`src/rtl/display_mux_7seg.sv`:
```
// Time-multiplexed driver for a common-anode 4-digit 7-segment display fed with BCD digits.
// Optional anti-ghosting blank at the start of each slot: define DISPLAY_MUX_GUARD_EN.
module display_mux_7seg #(
  parameter int unsigned REFRESH_DIV  = 50000,
  parameter int unsigned GUARD_CYCLES = 8
) (
  input  logic       clk,
  input  logic       reset,
  input  logic [3:0] Un,
  input  logic [3:0] De,
  input  logic [3:0] Ce,
  input  logic [3:0] Mi,
  output logic [3:0] an,
  output logic [6:0] seg
);

  localparam int unsigned CNT_W = (REFRESH_DIV > 1) ? $clog2(REFRESH_DIV) : 1;
  localparam logic [CNT_W-1:0] CNT_LAST  = CNT_W'(REFRESH_DIV - 1);
  localparam logic [CNT_W-1:0] GUARD_LIM = CNT_W'(GUARD_CYCLES);

`ifdef DISPLAY_MUX_GUARD_EN
  localparam bit GUARD_ON = 1'b1;
`else
  localparam bit GUARD_ON = 1'b0;
`endif

  localparam logic [3:0] AN_OFF  = 4'b1111;
  localparam logic [6:0] SEG_OFF = 7'b1111111;

  logic [CNT_W-1:0] div_cnt;
  logic [1:0]       sel;

  logic [CNT_W-1:0] div_cnt_nxt_c;
  logic [1:0]       sel_nxt_c;
  logic             slot_end_c;
  logic             guard_c;
  logic [3:0]       digit_c;
  logic [3:0]       an_nxt_c;
  logic [6:0]       seg_nxt_c;

  // BCD to active-low segments {a,b,c,d,e,f,g}; 1010 blanks, 1011..1111 show a dash
  function automatic logic [6:0] decode(input logic [3:0] d);
    logic [6:0] s;
    s = SEG_OFF;
    case (d)
      4'd0:    s = 7'b0000001;
      4'd1:    s = 7'b1001111;
      4'd2:    s = 7'b0010010;
      4'd3:    s = 7'b0000110;
      4'd4:    s = 7'b1001100;
      4'd5:    s = 7'b0100100;
      4'd6:    s = 7'b0100000;
      4'd7:    s = 7'b0001111;
      4'd8:    s = 7'b0000000;
      4'd9:    s = 7'b0000100;
      4'd10:   s = 7'b1111111;
      default: s = 7'b1111110;
    endcase
    return s;
  endfunction

  // Refresh divider and scan counter next-state
  always_comb begin
    div_cnt_nxt_c = div_cnt + CNT_W'(1);
    sel_nxt_c     = sel;
    slot_end_c    = (div_cnt == CNT_LAST);
    if (slot_end_c) begin
      div_cnt_nxt_c = '0;
      sel_nxt_c     = sel + 2'd1;
    end
  end

  // Output selection for the current (pre-edge) slot
  always_comb begin
    digit_c   = Un;
    an_nxt_c  = AN_OFF;
    seg_nxt_c = SEG_OFF;
    guard_c   = GUARD_ON && (div_cnt < GUARD_LIM);
    case (sel)
      2'd0:    digit_c = Un;
      2'd1:    digit_c = De;
      2'd2:    digit_c = Ce;
      default: digit_c = Mi;
    endcase
    if (!guard_c) begin
      an_nxt_c      = AN_OFF;
      an_nxt_c[sel] = 1'b0;
      seg_nxt_c     = decode(digit_c);
    end
  end

  always_ff @(posedge clk or posedge reset) begin
    if (reset) begin
      div_cnt <= '0;
      sel     <= 2'd0;
      an      <= AN_OFF;
      seg     <= SEG_OFF;
    end else begin
      div_cnt <= div_cnt_nxt_c;
      sel     <= sel_nxt_c;
      an      <= an_nxt_c;
      seg     <= seg_nxt_c;
    end
  end

endmodule

```
`config.mk`:
```
export PLATFORM = sky130hd
export DESIGN_NAME = display_mux_7seg
export DESIGN_NICKNAME = d
export VERILOG_FILES = /design/src/rtl/display_mux_7seg.sv
export SDC_FILE = /design/constraint.sdc
export NUM_CORES = 1
export LEC_CHECK = 0
export CORE_UTILIZATION = 40
export DETAILED_ROUTE_END_ITERATION = 10
export SLEW_MARGIN = 30
export SYNTH_ARGS = -nofsm -noshare
export SYNTH_HDL_FRONTEND = slang
export SYNTH_SLANG_ARGS = --single-unit
```
`constraint.sdc`:
```
create_clock -name clk -period 4.6 [get_ports clk]
set_input_delay 0.46 -clock clk [delete_from_list [all_inputs] [get_ports clk]]
set_output_delay 0.46 -clock clk [all_outputs]
set_load 0.02 [all_outputs]
```
* Word level (Yosys, flattened, before mapping)
Memory sizes are Yosys's and may differ from the RTL's. A register that Yosys moved wholly into a read port is not among the register bits. Index checks and enable logic that the tools add are counted.
Word-level totals: flip-flop bits (word level) 22, memory bits (read-only) 112, input bits 18, output and inout bits 11, logic and storage cells 18, memories kept 1
Cells by class: $add $sub $neg 2, magnitude comparators 2, eq/ne operators 3, multiplexer cells 4, bitwise operators 1, reductions and logical operators 2
Memories:
- (name not given) | words 16, width 7, read ports 1, clocked after Yosys merged registers in 1, write ports 0, RTL line 45 | case (d)
Operator list (count):
- adder 16 x 1 -> 16 bit (second input constant) | 1
- equality test 16 bit (second input constant) | 1
- two-way mux 16 bit | 1
- case mux 4 bit (3 select lines) | 1
- inverter 4 bit | 1
- less-than comparator 2 x 3 -> 1 bit (second input constant) | 1
- adder 2 x 1 -> 2 bit (second input constant) | 1
- demux 1 bit (select 2 bit) | 1
- equality test 2 x 1 -> 1 bit (second input constant) | 1
- equality test 2 bit (second input constant) | 1
- greater-or-equal comparator 2 x 1 -> 1 bit (second input constant) | 1
- zero test 2 bit | 1
- logical AND 1 bit | 1
- two-way mux 1 bit | 1

* Longest topological paths before layout
Gate-level depths: netlist of the first run.
depth after elaboration 5, mapped depth 9, mapped depth without buffers 9

* Worst setup path before layout of the first run
No wires, ideal clock.
path kind reg-to-reg, start register sel[0], end register seg[2], library setup time 0.082 ns, arrival time 1.779 ns, data required time 4.518 ns, setup slack 2.739 ns, stages on the path, launching flop included 9, buffers on the path 0, period minus slack after synthesis 1.861 ns, cells stage by stage dfrtp_1 > inv_1 > ha_1 > a222oi_1 > mux2i_1 > ha_1 > a211oi_1 > a21oi_1 > a22oi_1
Between the ends: cells in the longest elaborated chain, start to end 2, elaborated cells between the ends (all ways) 4, classes of those cells 2 x eq/ne; 1 x mux; 1 x reduce/logical
Ends and longest elaborated chain:
- start: declaration | RTL line 31 | logic [1:0] sel;
- start signal: assignment | RTL line 100 | sel <= sel_nxt_c;
- equality test 2 bit, or another cell as far along | RTL line 79 | case (sel)
- case mux 4 bit (3 select lines) (*) | RTL line 79
- end: declaration | RTL line 14 | output logic [6:0] seg
Mark *: on every way between the ends. The rest lies on a longest branch, timed or not. A chain may end at the register's enable or synchronous reset.

* Worst setup path after layout of the first run
Same ends and word-level chain as after synthesis.

==> results of run 1 <==
==> Yosys cell counts, drive strengths merged <==
library cell  instances
nand2b                2
a21oi                 9
ha                   11
xnor2                 9
a22oi                 2
nand4                 4
mux2i                 4
dfstp                11
a222oi                3
a211oi                1
nor4                  5
nand2                 4
nand3                 5
o22ai                 1
nor4b                 1
mux2                  2
dfrtp                18
nor3                  5
a21boi                1
clkbuf                1
nor2                 14
xor2                  6
buf                   1
a21o                  1
nor2b                 2
and3                  1
inv                  15
==> cell type report <==
class                   count  area (sq um)  area share [%]
well taps                  48         60.06           3.083
repair buffers             28         280.3           14.39
clock buffers               8         90.09           4.624
flip-flops and latches     29         739.5           37.96
multi-input cells          93         721.9           37.06
inverters                  15         56.30           2.890
==> state kept, by name (all words and copies together), names as in the netlist <==
register and cells:
sel 2, seg 7, an 4, div_cnt 16
==> metal layers <==
layer,vias to the layer above,wire length (um)
li1,539,-
met4,0,53
met3,7,133
met5,-,0
met1,531,1249
met2,28,1466
==> through the flow <==
step / utilization (%) / hold WS [ns]
floorplan: - / 0.4523
global placement: 50.75 / 0.4695
detailed placement: 50.75 / 0.4771
CTS: 53.21 / 0.4851
global route: 53.21 / 0.5077
finish: 53.21 / 0.4788
==> power groups by stage <==
stage          clock (mW)  sequential (mW)  combinational, mW
2_1_floorplan           0            0.278             0.0201
3_3_place_gp            0            0.270             0.0571
3_5_place_dp            0            0.271             0.0581
4_1_cts             0.218            0.266             0.0583
5_1_grt             0.233            0.267             0.0631
6_report            0.211            0.266             0.0575
==> logic make-up after synthesis <==
logic type                 Yosys count  share of synthesized area (%)
buffers and inverters               17                          4.497
DFF                                 29                          48.32
and+or+nand+nor                     43                          17.17
xor gates and xnor gates            15                          8.586
AOI/OAI and AO/OA                   18                          8.096
adders and majority gates           11                          8.994
muxes                                6                          4.333
==> worst max path at each step <==
stage	startpoint	to	slack (ns)	cells past startpoint
after floorplan	sel[0]	seg[2]	2.74	8
after global placement	De[1]	seg[2]	2.40	7
after detailed placement	De[0]	seg[2]	2.35	8
after CTS	sel[0]	seg[2]	2.41	9
after global routing	sel[0]	seg[2]	2.16	9
final	sel[0]	seg[2]	2.40	9
==> qor.txt, run 1 <==
P_sw - 0.1185 mW
Hold Path Sink - div_cnt[0]
Worst-Margin Slew - 0.8293 ns
PD cells - 274.5 nW/um^2
Initial Utilization - 41.80%
# hold bufs at CTS - 0
TritonRoute pass-1 iters - 4
Post-Layout Cell Count - 221
final worst-path cycle share - 47.80%
Reg-to-Reg End - seg[2]
Final Hold Viols - 0
area grow syn2layout - 27.31%
Netlist cell types - 34
Setup CP Type - reg2reg
drt wl/cell - 13.14 um
placed insts - 213
Avg Cell Area, Syn - 11.01 sq um
Synth top area share - 29.44%
hold depth - 1
CTS tree - built
critical-path cell list - inv_1 -> ha_1 -> a222oi_1 -> mux2i_1 -> inv_1 -> ha_1 -> a211oi_1 -> a21oi_1 -> a22oi_1
CTS clk-pin slew, worst paths - 0.06 ns
sw frac - 22.15%
proportion of power drawn by flip-flops and latches - 49.8%
Max stage delay on crit path - 0.42 ns
height of the die - 63.85 um
met3 usage - 4.107%
gp weighted congestion - 0.8417
vias in the first global route - 1158
Max H-tree Level - 2
Sinks on Clock Net - 29
leading cell types in the layout, fill and taps excluded - 28 x clkdlybuf4s50_1, 18 x dfrtp_1, 14 x inv_1, 13 x nor2_1
crit-path leading delay family - adder cells
R2R Setup Slk - 2.40 ns
DP HPWL - 2.178 mm
share of cells above drive strength 1 - 16.18%
global-route wire length before repair - 5.064 mm
max_slew headroom - 44.51%
initial antenna violation count - 0
met2 usage - 29.12%
Critical Path AT - 2.39 ns
Syn Nets - 168
initial detailed-routing violation count - 41
full die area - 4077 sq um
Final Skew - 0.006349 ns
Worst-Skew Late Latency - 0.27 ns
GRT Total Usage - 16.44%
grt ovf - 0
Worst R2R Start - sel[0]
Syn. warnings - 0
Final min period - 2.199 ns
Gate power share - 10.8%
most common cell after layout, fill and taps aside - clkdlybuf4s50_1
Final Setup Violations - 0
Slew Viols, Final - 0
Num CTS Buffers - 5
Max Cap Viol - 0
Reg2Reg Depth - 9
cell taking the most area after synthesis - dfrtp_1
Cell Area, Synth - 1530 sq um
Max FO, Critical Path - 5
RSZ-0062 raised after global routing - no
Area contributors post-synth - dfrtp_1 29%, dfstp_2 19%, ha_1 9.0%, xnor2_1 5.2%, inv_1 3.7%
die width - 63.85 um
Vias - 1105
hold path start - div_cnt[0]
M1 GR Usage - 18.41%
number of diodes - 0
# DRC - 0
Routed WL - 2.903 mm
fillcell total - 324
final worst-path setup slack - 2.401 ns
CP Buf/Inv Count - 2
Seq/Total Area, Yosys - 48.32%
cell count after synthesis - 139
#FFs+latches synth - 29
# resized after CTS - 0
DP Area - 1858 sq um
final antenna-violating net count - 0
Hold WC Path Type - reg2reg
CP endpoint kind - flop
largest net degree at the start of global routing - 30
leak pwr - 0.8801 nW
Layout Cell Area excl Fill - 1948 sq um
Clock power frac - 39.5%
GRT busiest layer - met2
outcome - finished clean
Power Total - 0.5348 mW
worst path required time - 4.80 ns
net count reported at finish - 201
row count - 22
Top-Level Pins - 29
drt via density - 5.000
Placeable Area - 3661 sq um
postcts setup bufs - 0
setup TNS - 0 ns
Root Buffer - clkbuf_8
port buffer count - 28
maximum vdd drop - 0.0001190 V
startpoint types - flop
Place WS - 2.347 ns
Fmax achieved - 454.8 MHz
CTS max path bufs - 2
Slowest-stage cell, CP - dfrtp_1
Internal - 0.4164 mW
No activity file was read; power rests on OpenSTA's default activity.
==> inputs of run 2 (changes only) <==
- clock period: 4.6 -> 2.1 ns (I/O delays scaled with it)
==> run 2 against run 1 <==
Against the previous run:
- via count up 3.3%
- combinational power up 140%
- cell area up 4.5%
- critical path depth unchanged
- worst hold slack worse by 0.18 ns
- clock-buffer cell count unchanged
- clock power up 120%
- clock skew down 0.00068 ns
- maximum frequency up 11%
- highest routed layer unchanged
==> qor.txt, run 2 (same netlist as run 1, synthesis figures left out) <==
Internal - 0.9210 mW (+120%)
Initial Utilization - 41.80% (unchanged)
grt ovf - 0 (unchanged)
CTS max path bufs - 2 (unchanged)
startpoint types - flop
Max H-tree Level - 2 (unchanged)
final antenna-violating net count - 0 (unchanged)
area of the multi-input gates - 749.5 sq um (+3.8%)
max_slew headroom - 71.64% (+27 points)
Max Cap Viol - 0 (unchanged)
P_sw - 0.2636 mW (+120%)
area grow syn2layout - 33.03%
Final Hold Viols - 0 (unchanged)
Largest Register - div_cnt
# hold bufs at CTS - 0 (unchanged)
proportion of power drawn by flip-flops and latches - 49.2% (-0.6 points)
number of diodes - 0 (unchanged)
Root Buffer - clkbuf_8
TritonRoute pass-1 iters - 4 (unchanged)
gp weighted congestion - 0.8796 (+4.5%)
CTS tree - built
most common cell after layout, fill and taps aside - clkdlybuf4s50_1
leading cell types in the layout, fill and taps excluded - 28 x clkdlybuf4s50_1, 18 x dfrtp_1, 13 x inv_1, 13 x nor2_1, 11 x dfstp_2
Final Skew - 0.005673 ns (-0.0006755 ns)
full die area - 4077 sq um (unchanged)
drt via density - 4.987 (-0.26%)
Max FO, Critical Path - 5 (unchanged)
DP HPWL - 2.167 mm (-0.52%)
global-route wire length before repair - 5.209 mm (+2.9%)
Placeable Area - 3661 sq um (unchanged)
Gate power share - 11.8% (+1.0 points)
Reg-to-Reg End - seg[3]
Final min period - 1.983 ns (-0.2157 ns)
Largest register FFs - 16 (unchanged)
R2R Setup Slk - 0.12 ns (-2.28 ns)
leak pwr - 0.9202 nW (+4.6%)
Largest regs - div_cnt x16, seg x7, an x4
Routed WL - 3.001 mm (+3.4%)
worst path required time - 2.30 ns (-2.50 ns)
Power Total - 1.185 mW (+120%)
share of cells above drive strength 1 - 24.31% (+8.1 points)
Fmax achieved - 504.3 MHz (+11%)
initial antenna violation count - 0 (unchanged)
Top-Level Pins - 29 (unchanged)
Reg2Reg Depth - 9 (unchanged)
Seq. cell area - 739.5 sq um (unchanged)
vias in the first global route - 1216 (+5.0%)
Clock power frac - 39.0% (-0.5 points)
net count reported at finish - 209 (+4.0%)
fillcell total - 335 (+3.4%)
Sinks on Clock Net - 29 (unchanged)
# DRC - 0 (unchanged)
Critical Path AT - 2.19 ns (-0.20 ns)
drt wl/cell - 13.10 um (-0.24%)
outcome - finished clean
CP endpoint kind - flop
Worst-Margin Slew - 0.4253 ns (-0.4039 ns)
maximum vdd drop - 0.0003800 V (+220%)
GRT Total Usage - 16.95% (+0.51 points)
Worst-Skew Late Latency - 0.28 ns (about the same)
final worst-path cycle share - 94.42% (+47 points)
port buffer count - 28 (unchanged)
row count - 22 (unchanged)
sw frac - 22.25% (+0.10 points)
Vias - 1142 (+3.3%)
Setup CP Type - reg2reg
Worst R2R Start - sel[1]
largest net degree at the start of global routing - 30 (unchanged)
CTS clk-pin slew, worst paths - 0.06 ns (about the same)
Final Setup Violations - 0 (unchanged)
Hold WC Path Type - in2async
PD cells - 581.9 nW/um^2 (+110%)
initial detailed-routing violation count - 94 (+130%)
die width - 63.85 um (unchanged)
Num CTS Buffers - 5 (unchanged)
fin util - 55.60% (+2.4 points)
height of the die - 63.85 um (unchanged)
Slew Viols, Final - 0 (unchanged)
[run 2: cell count changes in the layout (fill, tap and decap cells not counted), sizes merged]
cell / delta
buf: +8
[run 2: stage by stage]
step                      std cells  setup slack (ns)  hold slack (ns)  setup TNS (ns)  instance area, sq um
after floorplan                 139            0.2387           0.2800               0                  1530
after CTS                       224         0.0001477           0.3009               0                  1974
final                           229            0.1171           0.2945               0                  2036
after global routing            229         -0.004878           0.3387       -0.006577                  2036
after global placement          215           0.08865           0.4699               0                  1873
after detailed placement        215          -0.04050           0.4756        -0.04050                  1873
[run 2: what timing repair did]
action                                  in CTS  in global routing
hold endpoints to repair                     0                  0
setup buffers                                1                  5
pin swaps                                    1                  3
resized for setup                            1                 10
endpoints found under the setup margin       2                  5
[run 2: layout make-up]
type / count / share of cell area, %
Timing Repair Buffer: 36 / 16.72
Tap cell: 48 / 2.950
Inverter: 15 / 2.766
Sequential cell: 29 / 36.32
Clock buffer: 8 / 4.425
Multi-Input combinational cell: 93 / 36.82
[run 2: routing by layer]
layer,global-route usage [%],up-vias,share of wire (%)
met5,0,-,0
met2,29.12,31,50
met1,19.12,548,43
li1,-,557,-
met4,8.523,0,2.3
met3,4.643,6,4.5
[run 2: critical path: stages, from the launching register on]
cell      delay, ns
dfrtp_1        0.40
inv_1          0.08
ha_2           0.20
a222oi_1       0.41
mux2i_2        0.18
buf_4          0.17
inv_2          0.06
ha_2           0.18
mux2i_1        0.07
a21oi_1        0.15
[run 2: power groups by stage]
| stage | registers [mW] | clock network, mW | logic (mW) |
|---|---|---|---|
| floorplan | 0.609 | 0 | 0.0440 |
| global placement | 0.592 | 0 | 0.127 |
| detailed placement | 0.592 | 0 | 0.128 |
| CTS | 0.583 | 0.478 | 0.131 |
| global route | 0.584 | 0.514 | 0.152 |
| finish | 0.583 | 0.462 | 0.140 |
[run 2: worst max path at each step]
stage / end / slack [ns] / startpoint
floorplan: seg[2] / 0.24 / sel[0]
global placement: seg[2] / 0.09 / sel[0]
detailed placement: seg[2] / -0.04 / sel[0]
CTS: seg[2] / 0.0001 / sel[0]
global route: seg[2] / -0.005 / sel[1]
finish: seg[3] / 0.12 / sel[1]
==> inputs of run 3 (changes only) <==
- CTS_CLUSTER_SIZE: unset -> 24
==> results of run 3 <==
No change in the layout: final DEF, timing and power equal those of run 2.
